### src/rtl/trace_pkg.sv
// Shared types for the commit-trace collector: record layout and LSU size codes.
package trace_pkg;

    localparam int XLEN_DFLT = 32;
    localparam int CORE_W    = 8;

    localparam logic [1:0] LSU_SIZ_B = 2'd0;
    localparam logic [1:0] LSU_SIZ_H = 2'd1;
    localparam logic [1:0] LSU_SIZ_W = 2'd2;
    localparam logic [1:0] LSU_SIZ_D = 2'd3;

    // Record fields are sized by XLEN_DFLT; collectors must be built with XLEN == XLEN_DFLT.
    typedef struct packed {
        logic [CORE_W-1:0]    core;
        logic [XLEN_DFLT-1:0] ifu_adr;
        logic [XLEN_DFLT-1:0] ifu_ins;
        logic                 wbu_ena;
        logic [4:0]           wbu_idx;
        logic [XLEN_DFLT-1:0] wbu_dat;
        logic                 lsu_ena;
        logic                 lsu_wen;
        logic                 lsu_ren;
        logic [XLEN_DFLT-1:0] lsu_adr;
        logic [1:0]           lsu_siz;
        logic [XLEN_DFLT-1:0] lsu_wdt;
    } trace_rec_t;

endpackage

### src/rtl/trace_commit_collector_if.sv
// Observed core buses plus the record stream of the commit-trace collector.
interface trace_commit_collector_if
    import trace_pkg::*;
#(
    parameter int XLEN = XLEN_DFLT
);
    logic            ifu_vld;
    logic            ifu_rdy;
    logic [XLEN-1:0] ifu_adr;
    logic [XLEN-1:0] ifu_rdt;
    logic            ifu_flush;
    logic            ret_vld;
    logic            wbu_ena;
    logic [4:0]      wbu_idx;
    logic [XLEN-1:0] wbu_dat;
    logic            lsu_vld;
    logic            lsu_rdy;
    logic            lsu_wen;
    logic            lsu_ren;
    logic [XLEN-1:0] lsu_adr;
    logic [1:0]      lsu_siz;
    logic [XLEN-1:0] lsu_wdt;
    logic            trc_vld;
    logic            trc_rdy;
    trace_rec_t      trc_rec;

    modport master (
        output ifu_vld, ifu_rdy, ifu_adr, ifu_rdt, ifu_flush,
        output ret_vld, wbu_ena, wbu_idx, wbu_dat,
        output lsu_vld, lsu_rdy, lsu_wen, lsu_ren, lsu_adr, lsu_siz, lsu_wdt,
        output trc_rdy,
        input  trc_vld, trc_rec
    );

    modport slave (
        input  ifu_vld, ifu_rdy, ifu_adr, ifu_rdt, ifu_flush,
        input  ret_vld, wbu_ena, wbu_idx, wbu_dat,
        input  lsu_vld, lsu_rdy, lsu_wen, lsu_ren, lsu_adr, lsu_siz, lsu_wdt,
        input  trc_rdy,
        output trc_vld, trc_rec
    );

endinterface

### src/rtl/trace_fifo.sv
// Small synchronous FIFO with simultaneous push/pop and a clear that may coexist with a push.
module trace_fifo #(
    parameter int W     = 64,
    parameter int DEPTH = 4
) (
    input  logic         clk,
    input  logic         rst,
    input  logic         push_i,
    input  logic         pop_i,
    input  logic         clr_i,
    input  logic [W-1:0] din_i,
    output logic [W-1:0] dout_o,
    output logic         full_o,
    output logic         empty_o
);
    localparam int AW = $clog2(DEPTH);

    logic [W-1:0]  mem_q [DEPTH];
    logic [AW-1:0] wr_ptr_q, wr_ptr_d;
    logic [AW-1:0] rd_ptr_q, rd_ptr_d;
    logic [AW:0]   cnt_q, cnt_d;
    logic          wr_en, rd_en;
    logic [AW-1:0] wr_adr;

    assign empty_o = (cnt_q == '0);
    assign full_o  = (cnt_q == (AW+1)'(DEPTH));
    assign rd_en   = pop_i & ~empty_o;
    // When full, a write is only safe if the head leaves in the same cycle.
    assign wr_en   = push_i & (clr_i | ~full_o | rd_en);
    assign wr_adr  = clr_i ? '0 : wr_ptr_q;
    assign dout_o  = mem_q[rd_ptr_q];

    always_comb begin
        rd_ptr_d = rd_ptr_q + AW'(rd_en);
        wr_ptr_d = wr_ptr_q + AW'(wr_en);
        cnt_d    = cnt_q + (AW+1)'(wr_en) - (AW+1)'(rd_en);
        if (clr_i) begin
            rd_ptr_d = '0;
            wr_ptr_d = wr_en ? AW'(1) : '0;
            cnt_d    = wr_en ? (AW+1)'(1) : '0;
        end
    end

    always_ff @(posedge clk or negedge rst) begin
        if (!rst) begin
            wr_ptr_q <= '0;
            rd_ptr_q <= '0;
            cnt_q    <= '0;
        end else begin
            wr_ptr_q <= wr_ptr_d;
            rd_ptr_q <= rd_ptr_d;
            cnt_q    <= cnt_d;
        end
    end

    always_ff @(posedge clk) begin
        if (wr_en) mem_q[wr_adr] <= din_i;
    end

endmodule

### src/rtl/trace_commit_collector.sv
// Observes IFU fetches and retirements and emits one commit record per retired instruction.
module trace_commit_collector
    import trace_pkg::*;
#(
    parameter int XLEN  = XLEN_DFLT,
    parameter int DLY   = 1,
    parameter int DEPTH = 4,
    parameter int CORE  = 0
) (
    input  logic                     clk,
    input  logic                     rst,
    trace_commit_collector_if.slave  bus,
    output logic [63:0]              ret_cnt,
    output logic                     err_ovf,
    output logic                     err_unf
);
    localparam bit HAS_DLY = (DLY > 0);

    logic              hs;
    logic              dl_vld;
    logic [XLEN-1:0]   dl_adr;
    logic              f_push, f_pop, f_full, f_empty;
    logic [2*XLEN-1:0] f_dout;
    logic              bypass, rsp_ok, fetch_drop, rec_drop, unf, held;
    logic [2*XLEN-1:0] ins_src;
    trace_rec_t        new_rec;

    logic              trc_vld_q, trc_vld_d;
    trace_rec_t        trc_rec_q, trc_rec_d;
    logic [63:0]       ret_cnt_q, ret_cnt_d;
    logic              err_ovf_q, err_ovf_d;
    logic              err_unf_q, err_unf_d;

    assign hs = bus.ifu_vld & bus.ifu_rdy;

    // Address delay line: aligns each fetch address with its late response data.
    if (DLY == 0) begin : g_nodly
        assign dl_vld = hs;
        assign dl_adr = bus.ifu_adr;
    end else begin : g_dly
        logic [DLY-1:0]  dvld_q, dvld_d;
        logic [XLEN-1:0] dadr_q [DLY];

        // A handshake in the flush cycle belongs to the redirected stream, so stage 0 keeps it.
        always_comb begin
            dvld_d    = '0;
            dvld_d[0] = hs;
            for (int i = 1; i < DLY; i++) dvld_d[i] = dvld_q[i-1] & ~bus.ifu_flush;
        end

        always_ff @(posedge clk or negedge rst) begin
            if (!rst) dvld_q <= '0;
            else      dvld_q <= dvld_d;
        end

        always_ff @(posedge clk) begin
            dadr_q[0] <= bus.ifu_adr;
            for (int i = 1; i < DLY; i++) dadr_q[i] <= dadr_q[i-1];
        end

        assign dl_vld = dvld_q[DLY-1];
        assign dl_adr = dadr_q[DLY-1];
    end

    // With DLY=0 the response is the flush-cycle handshake itself and must survive the flush.
    assign rsp_ok     = dl_vld & (~bus.ifu_flush | ~HAS_DLY);
    assign bypass     = HAS_DLY & bus.ret_vld & f_empty & dl_vld;
    assign f_pop      = bus.ret_vld & ~f_empty;
    assign f_push     = rsp_ok & ~bypass;
    assign fetch_drop = f_push & f_full & ~f_pop & ~bus.ifu_flush;
    assign unf        = bus.ret_vld & f_empty & ~bypass;
    assign held       = trc_vld_q & ~bus.trc_rdy;
    assign rec_drop   = bus.ret_vld & held;

    trace_fifo #(
        .W     (2*XLEN),
        .DEPTH (DEPTH)
    ) u_fifo (
        .clk     (clk),
        .rst     (rst),
        .push_i  (f_push),
        .pop_i   (f_pop),
        .clr_i   (bus.ifu_flush),
        .din_i   ({dl_adr, bus.ifu_rdt}),
        .dout_o  (f_dout),
        .full_o  (f_full),
        .empty_o (f_empty)
    );

    always_comb begin
        ins_src = '0;
        if (f_pop)       ins_src = f_dout;
        else if (bypass) ins_src = {dl_adr, bus.ifu_rdt};
    end

    always_comb begin
        new_rec         = '0;
        new_rec.core    = CORE_W'(CORE);
        new_rec.ifu_adr = ins_src[2*XLEN-1:XLEN];
        new_rec.ifu_ins = ins_src[XLEN-1:0];
        new_rec.wbu_ena = bus.wbu_ena;
        new_rec.wbu_idx = bus.wbu_idx;
        new_rec.wbu_dat = bus.wbu_dat;
        new_rec.lsu_ena = bus.lsu_vld & bus.lsu_rdy;
        new_rec.lsu_wen = bus.lsu_wen;
        new_rec.lsu_ren = bus.lsu_ren;
        new_rec.lsu_adr = bus.lsu_adr;
        new_rec.lsu_siz = bus.lsu_siz;
        new_rec.lsu_wdt = bus.lsu_wdt;
    end

    // Output register: a retire against a stalled record is counted but its record is lost.
    always_comb begin
        trc_vld_d = trc_vld_q;
        trc_rec_d = trc_rec_q;
        if (bus.ret_vld && !held) begin
            trc_vld_d = 1'b1;
            trc_rec_d = new_rec;
        end else if (bus.trc_rdy) begin
            trc_vld_d = 1'b0;
        end
        ret_cnt_d = ret_cnt_q + 64'(bus.ret_vld);
        err_ovf_d = err_ovf_q | fetch_drop | rec_drop;
        err_unf_d = err_unf_q | unf;
    end

    always_ff @(posedge clk or negedge rst) begin
        if (!rst) begin
            trc_vld_q <= 1'b0;
            trc_rec_q <= '0;
            ret_cnt_q <= '0;
            err_ovf_q <= 1'b0;
            err_unf_q <= 1'b0;
        end else begin
            trc_vld_q <= trc_vld_d;
            trc_rec_q <= trc_rec_d;
            ret_cnt_q <= ret_cnt_d;
            err_ovf_q <= err_ovf_d;
            err_unf_q <= err_unf_d;
        end
    end

    assign bus.trc_vld = trc_vld_q;
    assign bus.trc_rec = trc_rec_q;
    assign ret_cnt     = ret_cnt_q;
    assign err_ovf     = err_ovf_q;
    assign err_unf     = err_unf_q;

endmodule

### src/flat_wrapper.sv
// flat-port wrapper written by rule: the top's interface ports become plain ports
module trace_commit_collector_flat import trace_pkg::*;
#(
    parameter int XLEN  = XLEN_DFLT,
    parameter int DLY   = 1,
    parameter int DEPTH = 4,
    parameter int CORE  = 0
)
  (clk, rst, ret_cnt, err_ovf, err_unf, bus_ifu_vld, bus_ifu_rdy, bus_ifu_adr, bus_ifu_rdt, bus_ifu_flush, bus_ret_vld, bus_wbu_ena, bus_wbu_idx, bus_wbu_dat, bus_lsu_vld, bus_lsu_rdy, bus_lsu_wen, bus_lsu_ren, bus_lsu_adr, bus_lsu_siz, bus_lsu_wdt, bus_trc_rdy, bus_trc_vld, bus_trc_rec);
  trace_commit_collector_if #(.XLEN(XLEN)) bus_i ();
  input  logic clk;
  input  logic rst;
  output logic [63:0] ret_cnt;
  output logic err_ovf;
  output logic err_unf;
  input wire logic [$bits(bus_i.ifu_vld)-1:0] bus_ifu_vld;
  input wire logic [$bits(bus_i.ifu_rdy)-1:0] bus_ifu_rdy;
  input wire logic [$bits(bus_i.ifu_adr)-1:0] bus_ifu_adr;
  input wire logic [$bits(bus_i.ifu_rdt)-1:0] bus_ifu_rdt;
  input wire logic [$bits(bus_i.ifu_flush)-1:0] bus_ifu_flush;
  input wire logic [$bits(bus_i.ret_vld)-1:0] bus_ret_vld;
  input wire logic [$bits(bus_i.wbu_ena)-1:0] bus_wbu_ena;
  input wire logic [$bits(bus_i.wbu_idx)-1:0] bus_wbu_idx;
  input wire logic [$bits(bus_i.wbu_dat)-1:0] bus_wbu_dat;
  input wire logic [$bits(bus_i.lsu_vld)-1:0] bus_lsu_vld;
  input wire logic [$bits(bus_i.lsu_rdy)-1:0] bus_lsu_rdy;
  input wire logic [$bits(bus_i.lsu_wen)-1:0] bus_lsu_wen;
  input wire logic [$bits(bus_i.lsu_ren)-1:0] bus_lsu_ren;
  input wire logic [$bits(bus_i.lsu_adr)-1:0] bus_lsu_adr;
  input wire logic [$bits(bus_i.lsu_siz)-1:0] bus_lsu_siz;
  input wire logic [$bits(bus_i.lsu_wdt)-1:0] bus_lsu_wdt;
  input wire logic [$bits(bus_i.trc_rdy)-1:0] bus_trc_rdy;
  output wire logic [$bits(bus_i.trc_vld)-1:0] bus_trc_vld;
  output wire logic [$bits(bus_i.trc_rec)-1:0] bus_trc_rec;
  assign bus_i.ifu_vld = bus_ifu_vld;
  assign bus_i.ifu_rdy = bus_ifu_rdy;
  assign bus_i.ifu_adr = bus_ifu_adr;
  assign bus_i.ifu_rdt = bus_ifu_rdt;
  assign bus_i.ifu_flush = bus_ifu_flush;
  assign bus_i.ret_vld = bus_ret_vld;
  assign bus_i.wbu_ena = bus_wbu_ena;
  assign bus_i.wbu_idx = bus_wbu_idx;
  assign bus_i.wbu_dat = bus_wbu_dat;
  assign bus_i.lsu_vld = bus_lsu_vld;
  assign bus_i.lsu_rdy = bus_lsu_rdy;
  assign bus_i.lsu_wen = bus_lsu_wen;
  assign bus_i.lsu_ren = bus_lsu_ren;
  assign bus_i.lsu_adr = bus_lsu_adr;
  assign bus_i.lsu_siz = bus_lsu_siz;
  assign bus_i.lsu_wdt = bus_lsu_wdt;
  assign bus_i.trc_rdy = bus_trc_rdy;
  assign bus_trc_vld = bus_i.trc_vld;
  assign bus_trc_rec = bus_i.trc_rec;
  trace_commit_collector #(.XLEN(XLEN), .DLY(DLY), .DEPTH(DEPTH), .CORE(CORE)) u_core (.clk(clk), .rst(rst), .bus(bus_i), .ret_cnt(ret_cnt), .err_ovf(err_ovf), .err_unf(err_unf));
endmodule
### config.mk
export PLATFORM = sky130hd
export DESIGN_NAME = trace_commit_collector_flat
export DESIGN_NICKNAME = d
export VERILOG_FILES = /design/src/rtl/trace_pkg.sv /design/src/rtl/trace_commit_collector_if.sv /design/src/rtl/trace_fifo.sv /design/src/rtl/trace_commit_collector.sv /design/src/flat_wrapper.sv
export SDC_FILE = /design/constraint.sdc
export NUM_CORES = 1
export LEC_CHECK = 0
export CAP_MARGIN = 20
export CELL_PAD_IN_SITES_DETAIL_PLACEMENT = 0
export CELL_PAD_IN_SITES_GLOBAL_PLACEMENT = 1
export CORE_MARGIN = 3
export CORE_UTILIZATION = 41
export CTS_CLUSTER_SIZE = 12
export DETAILED_ROUTE_END_ITERATION = 8
export PLACE_DENSITY = 0.84
export SYNTH_ARGS = -nofsm -noshare
export SYNTH_HDL_FRONTEND = slang
export SYNTH_SLANG_ARGS = --single-unit
### constraint.sdc
create_clock -name clk -period 5.6 [get_ports clk]
set_clock_uncertainty 0.15 [all_clocks]
set_input_delay 1.68 -clock clk [delete_from_list [all_inputs] [get_ports clk]]
set_output_delay 1.68 -clock clk [all_outputs]
set_load 0.01 [all_outputs]
# ---- Word level (Yosys, flattened, before mapping)
# Memory sizes are Yosys's and may differ from the RTL's.
# Index checks and enable logic that the tools add are counted.
dict set report totals {
  reg_bits 246
  mem_bits_rw 288
  input_bits 179
  out_inout_bits 246
  elab_cells 69
  n_memories 2
}
# name words word_bits read_ports rd_clocked_by_memory_dff wr line_no
set mem_list {}
lappend mem_list {u_core.u_fifo.mem_q 4 64 1 0 1 trace_fifo.sv:18} ;# logic [W-1:0] mem_q [DEPTH];
lappend mem_list {u_core.g_dly.dadr_q 1 32 1 0 1 trace_commit_collector.sv:42} ;# logic [XLEN-1:0] dadr_q [DLY];
dict set report classes {
  add_sub_neg 5
  n_eq_ne 1
  mux 12
  n_bitwise 26
  n_reduce_logical 4
}
# operator count
set op_table {}
lappend op_table {{64-bit two-way mux} 2}
lappend op_table {{64-bit by 1-bit adder with 64-bit output} 1}
lappend op_table {{1-bit bitwise AND} 15}
lappend op_table {{1-bit two-way mux} 6}
lappend op_table {{2-bit two-way mux} 3}
lappend op_table {{1-bit inverter} 6}
lappend op_table {{1-bit bitwise OR} 5}
lappend op_table {{2-bit by 1-bit adder with 2-bit output} 2}
lappend op_table {{3-bit by 1-bit adder with 3-bit output} 1}
lappend op_table {{3-bit equality test (second input constant)} 1}
lappend op_table {{3-bit zero test} 1}
lappend op_table {{3-bit two-way mux} 1}
lappend op_table {{3-bit by 1-bit subtractor with 3-bit output} 1}
lappend op_table {{2-bit nonzero test} 1}
lappend op_table {{1-bit logical AND} 1}
lappend op_table {{1-bit zero test} 1}

# ---- Logic depth before layout (Yosys ltp)
# Gate-level depths: netlist of the first run.
dict set report logic_depth {
  word_depth 10
  ltp_mapped 12
  mapped_depth_nobuf 11
}

# ---- By module
# From an unflattened synthesis of the first run, not the netlist that was laid out.
dict set report unflattened {
  hier_cells 1441
  hier_area_um2 20365.8
}
# mod n_inst cells_per_inst area_per_inst_um2 seq_area_each_um2
set by_module_without_submodules {}
lappend by_module_without_submodules {trace_commit_collector 1 1065 10621.4 6621.4}
lappend by_module_without_submodules {trace_fifo 1 376 9744.3 7862.5}

# ---- Worst setup path before layout of the first run
# Ideal clock, no wire load.
dict set report synth_path {
  path_kind {input -> register}
  start {in bus_ifu_flush}
  end {mem u_core.u_fifo.mem_q[0][0] (enable)}
  setup_ps 486
  arrival_ps 5175
  required_time_ps 4964
  setup_slack_ps -211
  cell_stages 5
  n_path_buf 1
  path_cell_list {clkbuf_1 > nor2b_1 > a21boi_0 > inv_1 > nor2_1}
}
dict set report synth_via {
  elab_chain_cells 6
  elab_cells_between_ends 9
  classes_between {3 x mux; 6 x bitwise}
}
# element line_no
set synth_rtl {}
lappend synth_rtl {{from (decl)} flat_wrapper.sv:20} ;# input wire logic [$bits(bus_i.ifu_flush)-1:0] bus_ifu_flush;
lappend synth_rtl {{1-bit inverter} trace_commit_collector.sv:66} ;# assign rsp_ok = dl_vld & (~bus.ifu_flush | ~HAS_DLY);
lappend synth_rtl {{1-bit bitwise AND} trace_commit_collector.sv:66}
lappend synth_rtl {{1-bit bitwise AND} trace_commit_collector.sv:69} ;# assign f_push = rsp_ok & ~bypass;
lappend synth_rtl {{1-bit bitwise AND} trace_fifo.sv:29} ;# assign wr_en = push_i & (clr_i | ~full_o | rd_en);
lappend synth_rtl {{1-bit two-way mux} trace_fifo.sv:57} ;# if (wr_en) mem_q[wr_adr] <= din_i;
lappend synth_rtl {{1-bit two-way mux (implied by the code)} trace_fifo.sv:57}
lappend synth_rtl {{to (decl)} trace_fifo.sv:18}
# Several ways; a longest one is shown, not always the timed one.

# ---- Final worst setup path of the first run
dict set report layout_path {
  start {in bus_ret_vld}
  end {reg u_core.u_fifo.cnt_q[2]}
}
dict set report layout_via {
  elab_chain_cells 8
  elab_cells_between_ends 11
  classes_between {2 x add/sub; 1 x mux; 8 x bitwise}
}
# element line_no
set layout_rtl {}
lappend layout_rtl {{from (decl)} flat_wrapper.sv:21} ;# input wire logic [$bits(bus_i.ret_vld)-1:0] bus_ret_vld;
lappend layout_rtl {{1-bit bitwise AND (2 in a row)} trace_commit_collector.sv:67} ;# assign bypass = HAS_DLY & bus.ret_vld & f_empty & dl_vld;
lappend layout_rtl {{1-bit inverter} trace_commit_collector.sv:69}
lappend layout_rtl {{1-bit bitwise AND} trace_commit_collector.sv:69}
lappend layout_rtl {{1-bit bitwise AND} trace_fifo.sv:29}
lappend layout_rtl {{3-bit by 1-bit adder with 3-bit output} trace_fifo.sv:36} ;# cnt_d = cnt_q + (AW+1)'(wr_en) - (AW+1)'(rd_en);
lappend layout_rtl {{3-bit by 1-bit subtractor with 3-bit output *} trace_fifo.sv:36}
lappend layout_rtl {{3-bit two-way mux *} trace_fifo.sv:37} ;# if (clr_i) begin
lappend layout_rtl {{via u_core.u_fifo.cnt_d[2]} trace_fifo.sv:21} ;# logic [AW:0] cnt_q, cnt_d;
lappend layout_rtl {{to (signal assigned)} trace_fifo.sv:52} ;# cnt_q <= cnt_d;
lappend layout_rtl {{to (decl)} trace_fifo.sv:21}
# Mark *: on every way through the listed nets, which the timed path passes. The rest lies on a longest branch.
# A chain may end at the register's enable or synchronous reset.

==> metrics, run 1 <==
Critical Path AT 4.65 ns; Initial DRT Pass Iterations 5; global placer's final weighted congestion 0.816; Worst-Margin Slew 1.01 ns; Yosys warning total 0; cells after synthesis 1442; DR vias 13000; Die Area 51900 µm²; commonest cells after routing, fill and taps aside clkdlybuf4s50_1 (415), nand2_1 (351), edfxtp_1 (256), dfrtp_1 (244), nor2_1 (153); delay-heaviest family, CP buffers and inverters; Post-CTS Resized 0; WL per Instance 20.0 µm; max frequency 0.231 GHz; worst-path fanout max 9; Finish-stage setup viols 0; Remaining DRCs 0; most used cell, CP inv_1; layout cells sized above 1 9.33%; Die H 228 µm; Tmin final 4.33 ns; Setup crit start kind primary input; TNS Setup 0 ns; Synth Cell Area 20200 µm²; area share of the largest cell type after synthesis 38.1%; Leakage Power 10.6 nW; status complete, no violations; TritonCTS Buffers 55; largest cells by area after synthesis edfxtp_1 (38%), dfrtp_1 (31%), mux4_2 (7.1%); RSZ-0062 raised after global routing no; Die Width 228 µm; CP endpoint kind register; row cnt 80; area of the multi-input gates 5340 µm²; Max stage delay cell, worst path clkdlybuf4s50_1; CTS clock-pin slew for the worst setup and hold paths 0.06 ns; number of global-route vias before repair 13500; core area 48100 µm²; antenna violations before repair 4; synthesized area per cell 14.0 µm²; post-synth top area cell edfxtp_1; clk_lat worst skew 0.59 ns; I/O Buffers 416; nets@finish 2049; Cell Pwr Density 385 nW/µm²; FF/Latch Area 14500 µm²; Distinct cells, synth 37; Critical path buffers and inverters 4; GRT Total Usage 19.7%; post-DP HPWL 33700 µm; HP Class reg -> reg; R2R setup slack 2.70 ns; WS Path Type in -> reg; hold_buf cts 0; CTS Root Cell clkbuf_16; Max-Cap Viols 0; remaining antenna violation count after routing 0; initial cell density of the core 41.9%; # H-tree levels 2; Routed WL 51400 µm; Worst path max stage delay 0.68 ns; remaining global-route overflow 0; Seq/Total Area, Yosys 71.8%; # Post-CTS Setup Buffers 0; VDD IR max 0.000267 V; Detailed Route Iter0 Violations 1011; FF+latch count, synth 534; clock sinks 534; fin. max-slew vios 0; WP data required 5.92 ns; critical-path cell list clkdlybuf4s50_1 -> xor2_1 -> a21boi_0 -> inv_1 -> ha_1 -> inv_1 -> ha_1 -> inv_1 -> fa_1 -> xor2_1 -> xnor2_1 -> nor2_1; leading cell type in the layout, fill and taps excluded clkdlybuf4s50_1; Fin. Hold Viols 0; Synth-to-Final Area Change 33.1%; largest net degree at the start of global routing 101; relative slew slack 32.3%; CTS tree built; Util after Layout 55.7%; Boundary Pins 425; clk buf depth 3; # fillers 3848; post-DR vias/cell 5.08; first-pass GRT wire length 80700 µm; Tcrit/Tclk final 77.4%
[worst min-delay path: cells and delay by family, from the launching register on]
| family | cells | cell delay (ns) |
|---|---|---|
| AND/OR/NAND/NOR | 2 | 0.10 |
| flip-flops | 1 | 0.34 |
[area by class of cell]
cell class                      count  share of cell area, %
Inverter                           16                  0.224
Clock buffer                       90                   5.95
Tap cell                          656                   3.06
Clock inverter                     12                  0.415
Timing Repair Buffer              436                   16.4
Antenna cell                        1                0.00932
Sequential cell                   534                   54.0
Multi-Input combinational cell    820                   19.9
[layer usage]
layer	vias to the layer above	wire length [µm]	GRT usage (%)
met4	6	1610	6.47
met3	98	3820	5.15
met5	-	47	0
li1	5933	-	-
met2	521	24400	32.0
met1	6475	21500	26.0
[report_power, final]
part / internal (mW) / total [mW] / leakage (nW) / switching, mW
sequential: 4.47 / 4.76 / 5.62 / 0.283
combinational: 1.11 / 2.11 / 4.16 / 1.00
clock: 1.99 / 3.46 / 0.829 / 1.47
total: 7.58 / 10.3 / 10.6 / 2.75
[flip-flops by register name (all words and copies together), names as in the netlist]
signal	flops
u_core.bus.trc_vld	1
u_core.ret_cnt	64
u_core.u_fifo.mem_q	256
u_core.err_ovf	1
u_core.u_fifo.wr_ptr_q	2
u_core.u_fifo.cnt_q	3
u_core.bus.trc_rec	171
u_core.err_unf	1
u_core.dl_vld	1
u_core.g_dly.dadr_q	32
u_core.u_fifo.rd_ptr_q	2
[synth_stat cells (all sizes together)]
cell / number
nand2: 352
edfxtp: 256
dfrtp: 246
nor2: 156
a221oi: 64
mux4: 64
clkbuf: 58
xor2: 42
dfxtp: 32
xnor2: 25
buf: 21
nor4: 21
nand3: 19
inv: 16
nand4: 16
nor3: 16
ha: 6
and3: 5
nor2b: 5
and2: 4
and4: 4
nand2b: 3
or3: 3
o21bai: 2
a21boi: 1
a31oi: 1
conb: 1
fa: 1
or2: 1
or4: 1
[worst paths after layout]
kind	cells past startpoint	startpoint	to
setup / recovery	12	bus_ret_vld	u_core.u_fifo.cnt_q[2]
hold / removal	2	u_core.bus.trc_rec[68]	u_core.bus.trc_rec[68]
setup reg to reg	11	u_core.u_fifo.cnt_q[2]	u_core.u_fifo.cnt_q[2]
hold reg to reg	2	u_core.bus.trc_rec[68]	u_core.bus.trc_rec[68]
max in group asynchronous	2	rst	u_core.bus.trc_rec[129]
min in group asynchronous	1	rst	u_core.bus.trc_rec[155]
[logic make-up after synthesis]
family                   after synthesis  share of synthesized area (%)
buffers and inverters                 95                           2.00
adder cells (fa/ha/maj)                7                          0.472
other                                  1                         0.0186
flip-flops                           534                           71.8
AO/OA/AOI/OAI                         68                           2.92
XOR/XNOR                              67                           2.91
AND/OR/NAND/NOR                      606                           12.7
multiplexers                          64                           7.15
[stage by stage]
step	instances	worst slack [ns]	hold slack, ns	area (µm²)	total power [mW]
after global routing	2564	1.05	0.346	26800	10.8
after CTS	2563	1.28	0.318	26800	10.5
after floorplan	1449	0.848	0.284	20200	5.82
final	2565	1.27	0.317	26800	10.3
after detailed placement	2461	0.648	0.306	25100	6.96
after global placement	2461	0.665	0.300	25100	6.92
Power figures use the tool's default switching activity.
==> run 2, diff against run 1 <==
--- a/config.mk
+++ b/config.mk
@@ -9,10 +9,10 @@
 export CELL_PAD_IN_SITES_DETAIL_PLACEMENT = 0
 export CELL_PAD_IN_SITES_GLOBAL_PLACEMENT = 1
 export CORE_MARGIN = 3
-export CORE_UTILIZATION = 41
+export CORE_UTILIZATION = 37
 export CTS_CLUSTER_SIZE = 12
 export DETAILED_ROUTE_END_ITERATION = 8
-export PLACE_DENSITY = 0.84
+export PLACE_DENSITY = 0.8
 export SYNTH_ARGS = -nofsm -noshare
 export SYNTH_HDL_FRONTEND = slang
 export SYNTH_SLANG_ARGS = --single-unit
==> constraint.sdc (replaced) <==
create_clock -name clk -period 3.5 [get_ports clk]
set_clock_uncertainty 0.15 [all_clocks]
set_input_delay 1.05 -clock clk [delete_from_list [all_inputs] [get_ports clk]]
set_output_delay 1.05 -clock clk [all_outputs]
set_load 0.01 [all_outputs]
==> run 2 against run 1 <==
Effect of this change: final area increased by 2.3%; die area grew 11%; combinational power up 61%; critical endpoint unchanged; non-clock buffer count grew 31; worst setup slack worse by 0.90 ns; cell count is 2.7% higher; count of clock-buffer cells in the layout up 3; sequential cell count is the same; sequential share of layout area shrank 1.2 points; highest routed layer unchanged; via count up 0.47%.
==> metrics, run 2 (synthesis results as in run 1) <==
post-DP HPWL 35400 µm (+5.0%); Initial DRT Pass Iterations 5 (unchanged); remaining antenna violation count after routing 0 (unchanged); Critical Path AT 3.49 ns (-1.16 ns); DR vias 13100 (+0.47%); Remaining DRCs 0 (unchanged); layout cells sized above 1 11.3% (+2.0 points); TritonCTS Buffers 57 (+3.6%); antenna violations before repair 4 (unchanged); Area after DPL 25500 µm² (+1.7%); I/O Buffers 416 (unchanged); WL per Instance 20.1 µm (about the same); Final Power 17.1 mW (+66%); Finish-stage setup viols 0 (unchanged); Tcrit/Tclk final 89.5%; GRT Total Usage 18.2% (-1.5 points); CTS clock-pin slew for the worst setup and hold paths 0.06 ns (about the same); Routed WL 52800 µm (+2.8%); largest net degree at the start of global routing 93 (-7.9%); CTS Root Cell clkbuf_16; Post-CTS Resized 0 (unchanged); max reg flops 256 (unchanged); WS Path Type in -> reg; final hold slack 0.292 ns (-0.0250 ns); Boundary Pins 425 (unchanged); HP Class in -> async; # Post-CTS Setup Buffers 0 (unchanged); hold_buf cts 0 (unchanged); number of global-route vias before repair 13700 (+0.99%); Die H 239 µm (+5.1%); Leakage Power 10.9 nW (+2.8%); Util after Layout 51.5% (-4.2 points); Fin. Hold Viols 0 (unchanged); Worst-Margin Slew 0.880 ns (-0.134 ns); clk buf depth 3 (unchanged); CTS tree built; commonest cells after routing, fill and taps aside clkdlybuf4s50_1 (415), nand2_1 (351), edfxtp_1 (256), dfrtp_1 (244), nor2_1 (153); fin. max-slew vios 0 (unchanged); Largest Register u_core.u_fifo.mem_q; # fillers 4435 (+15%); Max-Cap Viols 0 (unchanged); Tmin final 3.13 ns; global placer's final weighted congestion 0.798 (-2.2%); RSZ-0062 raised after global routing no; row cnt 84 (+5.0%); VDD IR max 0.000451 V (+69%); TNS Setup 0 ns (unchanged); nets@finish 2082 (+1.6%); post-DR vias/cell 4.97 (-2.2%); clock sinks 534 (unchanged); post-route cell area 27500 µm² (+2.3%); Setup crit start kind primary input; worst-path fanout max 3 (-6); core area 53300 µm² (+11%); Synth-to-Final Area Change 36.2%; CP endpoint kind register; status complete, no violations; R2R setup slack 0.86 ns (-1.84 ns); WP data required 3.86 ns (-2.06 ns); Die Area 57300 µm² (+11%); # H-tree levels 2 (unchanged); Detailed Route Iter0 Violations 734 (-27%); Die Width 239 µm (+5.1%); leading cell type in the layout, fill and taps excluded clkdlybuf4s50_1; relative slew slack 41.3% (+9.0 points); remaining global-route overflow 0 (unchanged); first-pass GRT wire length 80700 µm (-0.10%); initial cell density of the core 37.8% (-4.0 points); clk_lat worst skew 0.61 ns (+0.02 ns); max frequency 0.319 GHz; Cell Pwr Density 623 nW/µm² (+62%)
[run 2: changes by cell type in the layout (fill, tap and decap cells not counted), sizes merged]
| cell | delta |
|---|---|
| clkinvlp | -1 |
| bufinv | +3 |
| clkbuf | +3 |
| inv | +1 |
| buf | +31 |
[run 2: area by class of cell]
class	count	area, µm²	area share, %
diodes	1	2.50	0.00911
clock buffers	93	1700	6.20
clock inverters	15	221	0.807
inverters	16	60.1	0.219
multi-input cells	820	5340	19.5
flip-flops and latches	534	14500	52.8
well taps	688	861	3.14
repair buffers	467	4780	17.4
[run 2: layer usage]
metal  GRT usage (%)  vias up  routed length (µm)
met2            30.8      458               25900
met5               0        -                  45
met3            4.85       85                4110
met1            23.2     6536               21600
met4            5.15        6                1150
li1                -     6009                   -
[run 2: critical path, cell delays in order]
cell and delay [ns]:
clkdlybuf4s50_1 0.56, xor2_1 0.20, a21boi_0 0.32, inv_1 0.12, ha_1 0.29, inv_1 0.06
ha_1 0.12, inv_1 0.04, fa_1 0.37, xor2_1 0.16, xnor2_1 0.13, nor2_1 0.06
[run 2: path summary, 6_finish.rpt]
| path | startpoint | endpoint | cells past startpoint |
|---|---|---|---|
| setup / recovery | bus_ret_vld | u_core.u_fifo.cnt_q[2] | 12 |
| hold / removal | rst | u_core.bus.trc_rec[16] | 1 |
| setup reg to reg | u_core.u_fifo.cnt_q[2] | u_core.u_fifo.cnt_q[2] | 10 |
| hold reg to reg | u_core.bus.trc_rec[100] | u_core.bus.trc_rec[100] | 2 |
| max in group asynchronous | rst | u_core.bus.trc_rec[112] | 2 |
| min in group clk | u_core.bus.trc_rec[100] | u_core.bus.trc_rec[100] | 2 |
[run 2: where the power goes]
part	leakage (nW)	switching (mW)	internal (mW)
logic	4.35	1.58	1.82
clock network	0.939	2.44	3.62
registers	5.61	0.489	7.16
total	10.9	4.51	12.6
[run 2: per-stage QoR]
| stage | setup WS, ns | instances |
|---|---|---|
| after CTS | 0.416 | 2633 |
| final | 0.368 | 2634 |
| after floorplan | 0.0659 | 1449 |
| after global routing | 0.197 | 2633 |
| after detailed placement | -0.234 | 2525 |
| after global placement | -0.224 | 2525 |
==> run 3, diff against run 2 <==
==> constraint.sdc (replaced) <==
create_clock -name clk -period 3.5 [get_ports clk]
set_clock_uncertainty 0.15 [all_clocks]
set_input_delay 0.7 -clock clk [delete_from_list [all_inputs] [get_ports clk]]
set_output_delay 0.7 -clock clk [all_outputs]
set_load 0.01 [all_outputs]
==> run 3 against run 2 <==
Effect of this change: sequential share of layout area up 0.51 points; cell count shrank 0.49%; sequential cell count stayed put; routed wire length down 1.2%; fmax increased by 12%; final area shrank 0.97%; largest cell class unchanged.
==> metrics, run 3 (synthesis results as in run 1) <==
status complete, no violations; Detailed Route Iter0 Violations 961 (+31%); Synth-to-Final Area Change 34.9%; layout cells sized above 1 10.5% (-0.81 points); TritonCTS Buffers 56 (-1.8%); VDD IR max 0.000393 V (-13%); Leakage Power 10.8 nW (-1.3%); Setup Slack @ Placement 0.0662 ns (+0.301 ns); global placer's final weighted congestion 0.826 (+3.5%); Reg2Reg Capture Point u_core.u_fifo.cnt_q[2]; antenna violations before repair 5 (+1); Critical Path AT 3.13 ns (-0.36 ns); core area 53300 µm² (unchanged); Final Power 16.7 mW (-2.6%); CP endpoint kind register; I/O Buffers 416 (unchanged); fin worst setup slack 0.712 ns (+0.344 ns); Boundary Pins 425 (unchanged); Setup crit start kind primary input; R2R setup slack 0.82 ns (-0.04 ns); TNS Setup 0 ns (unchanged); worst min-delay path startpoint u_core.bus.trc_rec[68]; relative slew slack 37.6% (-3.7 points); Die Width 239 µm (unchanged); Max stage delay cell, worst path clkdlybuf4s50_1; WS Path Type in -> reg; Worst Hold Path EP u_core.bus.trc_rec[68]; Worst Reg-to-Reg Cells 10 (unchanged); worst-path fanout max 2 (-1); Diodes inserted 0 (-1); Finish-stage setup viols 0 (unchanged); post-route cell area 27200 µm² (-0.97%); CTS tree built; clk buf depth 3 (unchanged); fin. max-slew vios 0 (unchanged); Worst Hold Path Cells 2; Tmin final 2.79 ns (-0.344 ns); Remaining DRCs 0 (unchanged); most used cell, CP inv_1; GRT Total Usage 17.8% (-0.33 points); critical-path cell list clkdlybuf4s50_1 -> xor2_1 -> a21boi_0 -> inv_1 -> ha_1 -> inv_1 -> ha_1 -> inv_1 -> fa_1 -> xor2_1 -> xnor2_1 -> nor2_1; WL per Instance 19.9 µm (-0.71%); Die H 239 µm (unchanged); Largest Register u_core.u_fifo.mem_q; Inst Count DP 2514 (-0.44%); Worst-Margin Slew 0.936 ns (+0.0554 ns); initial cell density of the core 37.8% (unchanged); # Post-CTS Setup Buffers 0 (unchanged); Worst path max stage delay 0.51 ns (-0.05 ns); largest net degree at the start of global routing 76 (-18%); row cnt 84 (unchanged); post-DP HPWL 34900 µm (-1.6%); commonest cells after routing, fill and taps aside clkdlybuf4s50_1 (415), nand2_1 (351), edfxtp_1 (256), dfrtp_1 (244), nor2_1 (153); clock sinks 534 (unchanged); CTS Root Cell clkbuf_16; first-pass GRT wire length 79200 µm (-1.8%); post-DR vias/cell 5.00 (+0.61%); Routed WL 52200 µm (-1.2%); Area after DPL 25400 µm² (-0.42%); CTS clock-pin slew for the worst setup and hold paths 0.06 ns (about the same); Max-Cap Viols 0 (unchanged); number of global-route vias before repair 13400 (-1.8%); Util after Layout 51.0% (-0.50 points); clk_lat worst skew 0.61 ns (about the same); Tcrit/Tclk final 79.6% (-9.8 points); Cell Pwr Density 613 nW/µm² (-1.6%); remaining global-route overflow 0 (unchanged); leading cell type in the layout, fill and taps excluded clkdlybuf4s50_1; max frequency 0.359 GHz (+12%); fin cells 2621 (-0.49%); Die Area 57300 µm² (unchanged); nets@finish 2071 (-0.53%); DR vias 13100 (+0.11%); HP Class reg -> reg; worst flop-to-flop path startpoint u_core.u_fifo.cnt_q[2]; max reg flops 256 (unchanged); RSZ-0062 raised after global routing no; remaining antenna violation count after routing 0 (unchanged); Initial DRT Pass Iterations 5 (unchanged); final hold slack 0.317 ns (+0.0247 ns); Fin. Hold Viols 0 (unchanged); # H-tree levels 2 (unchanged); WP data required 3.84 ns (-0.02 ns)
run 3: critical path: cells and delay by family:
family          cells  cell delay [ns]
fa+ha+maj           3             0.81
simple gates        1             0.05
xor+xnor            3             0.50
buf+inv             4             0.75
compound gates      1             0.31
run 3: how the worst max path moves through the flow:
stage	startpoint	endpoint	slack (ns)	cells past startpoint
2_1_floorplan	bus_ifu_flush	u_core.u_fifo.mem_q[0][0]	0.42	5
3_3_place_gp	bus_ret_vld	u_core.u_fifo.cnt_q[2]	0.17	12
3_5_place_dp	bus_ret_vld	u_core.ret_cnt[62]	0.07	10
4_1_cts	bus_ret_vld	u_core.ret_cnt[62]	0.71	10
5_1_grt	bus_ret_vld	u_core.ret_cnt[58]	0.54	10
6_report	bus_ret_vld	u_core.u_fifo.cnt_q[2]	0.71	12
run 3: layer usage:
| layer | up-vias | global-route usage (%) | share of wire, % |
|---|---|---|---|
| li1 | 5996 | - | - |
| met1 | 6545 | 23.1 | 41 |
| met2 | 493 | 29.9 | 49 |
| met3 | 67 | 5.17 | 8.6 |
| met4 | 8 | 3.98 | 1.8 |
| met5 | - | 0 | 0.088 |
run 3: cell type report:
cell class / count / area, µm²
clock inverter: 18 / 166
timing repair buffer: 457 / 4680
sequential: 534 / 14500
clock buffer: 88 / 1590
inverter: 16 / 60.1
fill: 4481 / 26100
multi-input combinational: 820 / 5340
tap: 688 / 861
run 3: report_power, final:
part           internal (mW)  total [mW]  switching, mW
Clock                   3.21        5.61           2.40
Sequential              7.16        7.66          0.499
Combinational           1.80        3.40           1.60
run 3: repair_timing:
item,in CTS,in global routing
endpoints found under the hold margin,67,0
gates resized for setup,0,0
hold buffers,1,0
